==> src/rtl/adder_tree_pipe.sv <==
// Pipelined pairwise reduction of two packed vectors with a valid/ready stream,
// optional signed elements and optional per-frame accumulation of the totals.
module adder_tree_pipe #(
  parameter int TREE_SIZE = 8,
  parameter int DATA_SIZE = 8,
  parameter bit SIGNED    = 1'b0,
  parameter bit ACCUM     = 1'b0,
  parameter int ACC_WIDTH = DATA_SIZE + $clog2(TREE_SIZE) + 9,
  localparam int TW       = DATA_SIZE + $clog2(TREE_SIZE) + 1,
  localparam int ZW       = ACCUM ? ACC_WIDTH : TW
) (
  input  logic                           clk,
  input  logic                           rst_n,
  input  logic [TREE_SIZE*DATA_SIZE-1:0] A,
  input  logic [TREE_SIZE*DATA_SIZE-1:0] B,
  input  logic                           in_valid,
  input  logic                           in_last,
  output logic                           in_ready,
  output logic [ZW-1:0]                  Z,
  output logic                           out_valid,
  input  logic                           out_ready
);

  localparam int K     = $clog2(TREE_SIZE);
  localparam int NODES = 2 * TREE_SIZE - 1;
  localparam int ROOT  = NODES - 1;

  // Levels are packed back to back: pair sums at 0, then each halved level after it.
  function automatic int lvl_off(input int j);
    return 2 * TREE_SIZE - ((2 * TREE_SIZE) >> j);
  endfunction

  function automatic logic [TW-1:0] ext_elem(input logic [DATA_SIZE-1:0] e);
    logic [TW-1:0] r;
    r = TW'(e);
    if (SIGNED && e[DATA_SIZE-1]) r = r | ~TW'({DATA_SIZE{1'b1}});
    return r;
  endfunction

  logic            advance;
  logic [TW-1:0]   node_q [NODES];
  logic [K:0]      vld_q, vld_d;
  logic [K:0]      last_q, last_d;
  logic [ZW-1:0]   z_q, z_d;
  logic            out_valid_q, out_valid_d;
  logic            first_q, first_d;
  logic [ZW-1:0]   tree_ext;
  logic [ZW-1:0]   acc_base;

  assign advance   = !out_valid_q || out_ready;
  assign in_ready  = advance;
  assign Z         = z_q;
  assign out_valid = out_valid_q;

  // NOTE: the tree datapath carries no reset; only the valid/last bits and O need
  // a defined value, and invalid stage contents never reach O.
  always_ff @(posedge clk) begin
    if (advance) begin
      for (int i = 0; i < TREE_SIZE; i++) begin
        node_q[i] <= ext_elem(A[i*DATA_SIZE +: DATA_SIZE]) +
                     ext_elem(B[i*DATA_SIZE +: DATA_SIZE]);
      end
      for (int j = 1; j <= K; j++) begin
        for (int i = 0; i < (TREE_SIZE >> j); i++) begin
          node_q[lvl_off(j) + i] <= node_q[lvl_off(j-1) + 2*i] +
                                    node_q[lvl_off(j-1) + 2*i + 1];
        end
      end
    end
  end

  always_comb begin
    tree_ext = ZW'(node_q[ROOT]);
    if (SIGNED && node_q[ROOT][TW-1]) tree_ext = tree_ext | ~ZW'({TW{1'b1}});
  end

  assign acc_base = (ACCUM && !first_q) ? z_q : '0;

  always_comb begin
    // NOTE: defaults first, so every path assigns every output and no latch is inferred.
    vld_d       = vld_q;
    last_d      = last_q;
    z_d         = z_q;
    out_valid_d = out_valid_q;
    first_d     = first_q;
    if (advance) begin
      vld_d       = {vld_q[K-1:0], in_valid};
      last_d      = {last_q[K-1:0], in_valid && in_last};
      out_valid_d = 1'b0;
      if (vld_q[K]) begin
        z_d         = acc_base + tree_ext;
        out_valid_d = ACCUM ? last_q[K] : 1'b1;
        first_d     = last_q[K];
      end
    end
  end

  // NOTE: sequential state uses non-blocking assignments so all registers update together.
  always_ff @(posedge clk or negedge rst_n) begin
    if (!rst_n) begin
      vld_q       <= '0;
      last_q      <= '0;
      z_q         <= '0;
      out_valid_q <= 1'b0;
      first_q     <= 1'b1;
    end else begin
      vld_q       <= vld_d;
      last_q      <= last_d;
      z_q         <= z_d;
      out_valid_q <= out_valid_d;
      first_q     <= first_d;
    end
  end

endmodule

==> config.mk <==
export PLATFORM = sky130hd
export DESIGN_NAME = adder_tree_pipe
export DESIGN_NICKNAME = d
export VERILOG_FILES = /design/src/rtl/adder_tree_pipe.sv
export SDC_FILE = /design/constraint.sdc
export NUM_CORES = 1
export LEC_CHECK = 0
export CAP_MARGIN = 20
export CELL_PAD_IN_SITES_DETAIL_PLACEMENT = 1
export CELL_PAD_IN_SITES_GLOBAL_PLACEMENT = 2
export CORE_MARGIN = 1
export CORE_UTILIZATION = 38
export CTS_BUF_LIST = sky130_fd_sc_hd__clkbuf_8
export DETAILED_ROUTE_END_ITERATION = 16
export MAX_ROUTING_LAYER = met4
export PLACE_DENSITY = 0.79
export SETUP_SLACK_MARGIN = 0.2
export SLEW_MARGIN = 25
export SYNTH_ARGS = -nofsm -noshare
export SYNTH_HDL_FRONTEND = slang
export SYNTH_SLANG_ARGS = --single-unit
==> constraint.sdc <==
create_clock -name clk -period 4.1 [get_ports clk]
set_input_delay 0.82 -clock clk [delete_from_list [all_inputs] [get_ports clk]]
set_output_delay 0.82 -clock clk [all_outputs]
set_load 0.02 [all_outputs]
==> out/qor.txt, run 1 <==
Reg-to-Reg Start: node_q[13][0]$_DFFE_PN_
leakage power: 0.00498 uW
Sink Count: 163
GRT Util Overall: 15.3%
cells after synthesis: 840
final setup fails: 0
hold buffers post-CTS: 0
largest family of logic cells by synthesized area: adder cells
clock share of power: 13.1%
antenna violations before repair: 0
clock period minus final worst setup slack: 2.84 ns
NumNets Final: 1282
Reg power frac: 37.9%
Synth Warn #: 0
maximum fanout along the worst path: 2
Seq cells post-synth: 163
area delta synth->final: 22.5%
clock slew at reported path FFs: 0.08 ns
synth top area cells: edfxtp_1, ha_1, xnor2_1
Die W: 165 um
WL/cell: 14.1 um
clock buffer count from CTS: 17
total power: 8520 uW
Non-Filler Instances: 1351
Worst VDD drop: 818 uV
Seq/Total Area, Yosys: 47.8%
r2r setup slk: 1.77 ns
htree depth: 4
fill count: 2762
Worst setup SP type: input pin
area leader, netlist: edfxtp_1
compound-gate portion of the synthesized area: 11.8%
DIE HEIGHT: 165 um
area of the core: 26000 um^2
CP most frequent cell: clkdlybuf4s50_1
fin crit share: 69.3%
vias per cell: 4.99
sw power: 3090 uW
global-route wire length before repair: 32.0 mm
Synth top area share: 43.6%
largest net degree at the start of global routing: 153
syn nets: 1119
CP endpoint kind: output port
status: finished clean
endpoints failing hold: 0
clk_lat worst skew: 0.45 ns
post-synthesis xor/xnor area fraction: 8.45%
Syn Area/Cell: 12.0 um^2
vias: 6742
DRT Wirelength: 19.0 mm
switching part of the total: 36.3%
crit path max-delay cell type: clkdlybuf4s50_1
worst path required time: 3.28 ns
min-delay src: node_q[14][9]$_DFFE_PN_
Worst Path Class, Setup: input pin to output port
full die area: 27100 um^2
simple-gate share of the synthesized area: 8.79%
post-route clock skew: 0.00832 ns
DPL Wire Length: 15.0 mm
R2R cell count: 7
root buf cell: clkbuf_8
Worst Max-Slew Pin Slew: 0.970 ns
adder and majority gate portion of the synthesized area: 19.3%
Power Internal: 5430 uW
crit-path cells: clkdlybuf4s50_1 > nand2b_4 > clkdlybuf4s50_1
antenna fix cells: 0
buffers added on ports: 145
min-delay worst type: flop to flop
Worst Path Arrival: 2.02 ns
final worst setup slack: 1.26 ns
Ports: 147
Post-Place Cells: 1319
Reg area: 4810 um^2
# DRC: 0
CTS tree: built
setup TNS: 0 ns
row count: 59
synthesized area: 10100 um^2
Post-CTS Setup Bufs: 0
mux cell area share after synthesis: 1.79%
Initial Utilization: 38.7%
Post-CTS Resized: 0
Slew Viols, Final: 0
ANT nets after route: 0
Combinational Power Share: 48.9%
vias in the first global route: 6953
DRT iter0 DRCs: 216
clock buffer depth: 2
routability cong.: 0.766
Worst Hold End: Z[9]$_DFFE_PN0P_
RR Endpoint: node_q[14][10]$_DFFE_PN_
Remaining Overflow, GRT: 0
pre-CTS setup slack: 0.933 ns
hold depth: 1
pwr dens: 691 nW/um^2
RSZ-0062 raised after global routing: no
Slew headroom: 35.3%
multi-input combinational cell area: 5050 um^2
maximum clock rate: 352 MHz
Max-Cap Viols: 0
Yosys cell types: 41
fraction of layout cells with a size suffix above 1: 5.91%
max incr delay on CP: 0.61 ns
Initial DRT Pass Iterations: 4
[synth_stat cells, drive strengths merged]
cell     instances
a311oi           1
o41ai            6
ha             131
nand2           35
o2111ai          6
fa              15
o21ai           13
a21o            24
inv             51
o311a            4
xor2            32
a21oi           65
or2             10
dfrtp           17
a211oi          11
nor4             2
o21a            10
or4              4
nand3           42
nor2            49
or3              1
and2             1
a221oi           1
nor3            23
a31oi            6
a2111oi          2
buf              2
o21bai          11
nand2b           5
and3             7
nand4            2
nor2b            6
o22ai            4
mux2            16
xnor2           65
a31o             1
edfxtp         146
o31ai            1
o211ai          12
[cell type report]
type / instances / area share, %
sequential: 163 / 39.0
clock inverter: 15 / 1.16
clock buffer: 17 / 1.90
tap: 335 / 3.40
timing repair buffer: 146 / 11.9
multi-input combinational: 624 / 41.0
inverter: 51 / 1.55
[routing by layer]
metal / up-vias / part of all wire [%] / GRT usage, %
met1: 3164 / 50 / 20.2
li1: 3461 / - / -
met3: 19 / 2.5 / 2.41
met5: - / 0 / -
met2: 98 / 46 / 24.2
met4: 0 / 1.2 / 4.55
[placed cells by master (no fill, tap or decap), drive strengths merged, types with 11 or more instances in the layout]
cell type / netlist / layout
nand3: 42 / 42
a21oi: 65 / 65
nor3: 23 / 23
xor2: 32 / 32
clkbuf: 0 / 17
o21ai: 13 / 13
o21bai: 11 / 11
nor2: 49 / 49
edfxtp: 146 / 146
clkdlybuf4s50: 0 / 145
nand2: 35 / 35
o211ai: 12 / 12
xnor2: 65 / 65
inv: 51 / 55
dfrtp: 17 / 17
a211oi: 11 / 11
mux2: 16 / 16
fa: 15 / 15
ha: 131 / 131
a21o: 24 / 24
[worst max path at each step]
stage | startpoint | to | depth (start not counted)
after floorplan | out_ready | Z[10]$_DFFE_PN0P_ | 5
after global placement | out_ready | Z[8]$_DFFE_PN0P_ | 5
after detailed placement | out_ready | Z[7]$_DFFE_PN0P_ | 5
after CTS | out_ready | in_ready | 3
after global routing | out_ready | in_ready | 3
final | out_ready | in_ready | 3
[sequential cells by signal (all words and copies together), names as in the netlist]
name	cells
Z	12
node_q	146
vld_q	4
out_valid	1
[power by group through the flow]
stage / combinational [uW] / sequential [uW] / clock, uW
3_5_place_dp: 4220 / 3280 / 0
6_report: 4170 / 3230 / 1120
2_1_floorplan: 3110 / 3230 / 0
4_1_cts: 4240 / 3240 / 1160
3_3_place_gp: 4120 / 3250 / 0
5_1_grt: 4720 / 3310 / 1230
[critical path: cells and delay by family]
kind	cells	cell delay [ns]
buffers and inverters	2	1.07
AND/OR/NAND/NOR	1	0.13
[kinds of logic (layout without fill, tap and decap cells)]
logic type | after synthesis | in the layout
and+or+nand+nor | 187 | 187
AOI/OAI and AO/OA | 178 | 178
DFF | 163 | 163
adders and majority gates | 146 | 146
xor gates and xnor gates | 97 | 97
buffers and inverters | 53 | 229
muxes | 16 | 16
[stage by stage]
step	cell area (um^2)	util [%]	hold WS, ns
detailed placement	11900	46.0	0.468
global route	12300	47.4	0.498
floorplan	10100	-	0.453
CTS	12300	47.4	0.489
global placement	11900	46.0	0.456
finish	12300	47.4	0.483
Note: power is estimated with default switching activity, not from simulation.
==> inputs of run 2 (changes only) <==
Settings changed: CORE_UTILIZATION 38 to 34, PLACE_DENSITY 0.79 to 0.74.
Clock period 4.1 ns to 2.5 ns, I/O delays scaled along.
==> run 2 against run 1 <==
Compared with the run above:
- first-iteration DRC count is 28% higher
- final area up 2.3%
- critical path depth grew 4
- sequential cell count unchanged
- routed wire length up 2.9%
- utilization fell by 3.9 points
- largest cell class unchanged
==> out/qor.txt, run 2 (synthesis gave the netlist of run 1 again) <==
buffers added on ports: 145 (unchanged)
DPL Wire Length: 15.5 mm (+3.3%)
CTS tree: built
area delta synth->final: 25.3%
crit path max-delay cell type: fa_1
CP top delay family: compound AO/OA/AOI/OAI gates
Largest Register: node_q
R2R cell count: 7 (unchanged)
Power Internal: 8830 uW (+63%)
vias per cell: 4.81 (-3.6%)
RSZ-0062 raised after global routing: yes
crit-path cells: ha_1 > fa_1 > a21o_1 > a221oi_4 > o21ai_1 > a21oi_1 > xnor2_1
htree depth: 4 (unchanged)
Max-Cap Viols: 0 (unchanged)
maximum fanout along the worst path: 3 (+1)
leakage power: 0.00511 uW (+2.8%)
DRT iter0 DRCs: 277 (+28%)
largest net degree at the start of global routing: 95 (-38%)
RR Endpoint: node_q[14][10]$_DFFE_PN_
root buf cell: clkbuf_8
Worst Max-Slew Pin Slew: 0.759 ns (-0.211 ns)
final setup fails: 0 (unchanged)
Reg-to-Reg Start: node_q[13][0]$_DFFE_PN_
clock buffer depth: 2 (unchanged)
max FFs per register: 146 (unchanged)
Ports: 147 (unchanged)
max incr delay on CP: 0.43 ns (-0.18 ns)
Worst setup SP type: flop
total power: 14100 uW (+65%)
Worst Path Class, Setup: flop to flop
worst path required time: 2.71 ns (-0.57 ns)
fin crit share: 89.4%
utilization after layout: 43.6% (-3.9 points)
global-route wire length before repair: 33.3 mm (+3.9%)
clock share of power: 12.6% (-0.5 points)
Slew headroom: 49.2% (+14 points)
status: finished clean
clock buffer count from CTS: 17 (unchanged)
clock period minus final worst setup slack: 2.23 ns
antenna violations before repair: 0 (unchanged)
switching part of the total: 37.2% (+0.91 points)
Reg power frac: 37.6% (-0.3 points)
WL/cell: 13.7 um (-2.6%)
pwr dens: 1120 nW/um^2 (+61%)
area of the core: 28900 um^2 (+11%)
CP startpoint: node_q[13][0]$_DFFE_PN_
clock slew at reported path FFs: 0.10 ns (+0.02 ns)
min-delay worst type: input pin to async pin
maximum clock rate: 448 MHz
endpoints failing hold: 0 (unchanged)
Worst path depth: 7 (+4)
antenna fix cells: 0 (unchanged)
Worst VDD drop: 501 uV (-39%)
commonest non-fill, non-tap cells in the layout: edfxtp_1, clkdlybuf4s50_1, ha_1
DRT Wirelength: 19.5 mm (+2.9%)
CP endpoint kind: flop
CP Buf/Inv Count: 0 (-2)
most common cell after layout, fill and taps aside: edfxtp_1
ANT nets after route: 0 (unchanged)
vias in the first global route: 7179 (+3.3%)
vias: 6865 (+1.8%)
Sink Count: 163 (unchanged)
post-route clock skew: 0.0108 ns (+0.00249 ns)
Remaining Overflow, GRT: 0 (unchanged)
Slew Viols, Final: 0 (unchanged)
sw power: 5230 uW (+69%)
Combinational Power Share: 49.7% (+0.8 points)
Worst Path Arrival: 2.45 ns (+0.43 ns)
full die area: 30300 um^2 (+12%)
Initial DRT Pass Iterations: 4 (unchanged)
row count: 62 (+5.1%)
r2r setup slk: 0.27 ns (-1.50 ns)
Initial Utilization: 34.7% (-3.9 points)
# DRC: 0 (unchanged)
Die W: 174 um (+5.6%)
clk_lat worst skew: 0.46 ns (about the same)
hold buffers post-CTS: 0 (unchanged)
NumNets Final: 1309 (+2.1%)
routability cong.: 0.760 (-0.82%)
GRT Util Overall: 14.0% (-1.3 points)
fraction of layout cells with a size suffix above 1: 8.72% (+2.8 points)
DIE HEIGHT: 174 um (+5.6%)
[run 2: metrics by stage]
stage | instance area [um^2] | std cells | TNS [ns] | setup slack, ns | hold slack [ns]
6_report | 12600 | 1427 | 0 | 0.266 | 0.477
5_1_grt | 12600 | 1427 | 0 | 0.152 | 0.506
4_1_cts | 12600 | 1427 | 0 | 0.214 | 0.478
3_5_place_dp | 12200 | 1395 | -1.71 | -0.224 | 0.468
3_3_place_gp | 12200 | 1395 | -1.47 | -0.189 | 0.458
2_1_floorplan | 10100 | 840 | 0 | 0.273 | 0.204
[run 2: layout make-up]
class                   count  area (um^2)
flip-flops and latches    163         4810
repair buffers            173         1690
clock buffers              17          234
clock inverters            15          123
well taps                 384          480
inverters                  51          191
multi-input cells         624         5080
fillers                  3115        16300
[run 2: how the worst max path moves through the flow]
stage / endpoint / slack, ns
finish: node_q[14][10]$_DFFE_PN_ / 0.27
global route: node_q[14][8]$_DFFE_PN_ / 0.15
CTS: node_q[14][10]$_DFFE_PN_ / 0.21
detailed placement: node_q[2][6]$_DFFE_PN_ / -0.22
global placement: node_q[2][6]$_DFFE_PN_ / -0.19
floorplan: Z[10]$_DFFE_PN0P_ / 0.27
[run 2: repair_timing]
action / CTS / global route
hold endpoints to repair: 0 / 0
setup endpoints to repair: 0 / 5
gates resized for setup: 0 / 3
setup buffers: 0 / 0
[run 2: per-layer routing]
metal	share of wire [%]	wire length [um]	GRT usage (%)	vias up
li1	-	-	-	3526
met1	50	9790	18.5	3213
met2	46	9010	22.1	108
met3	2.5	498	1.86	18
met4	1.2	244	4.50	0
met5	0	0	-	-
[run 2: power by group through the flow]
stage	combinational (uW)	clock (uW)	sequential (uW)
floorplan	5110	0	5270
global placement	6860	0	5340
detailed placement	7000	0	5380
CTS	7040	1850	5330
global route	7920	1940	5420
finish	6990	1780	5290
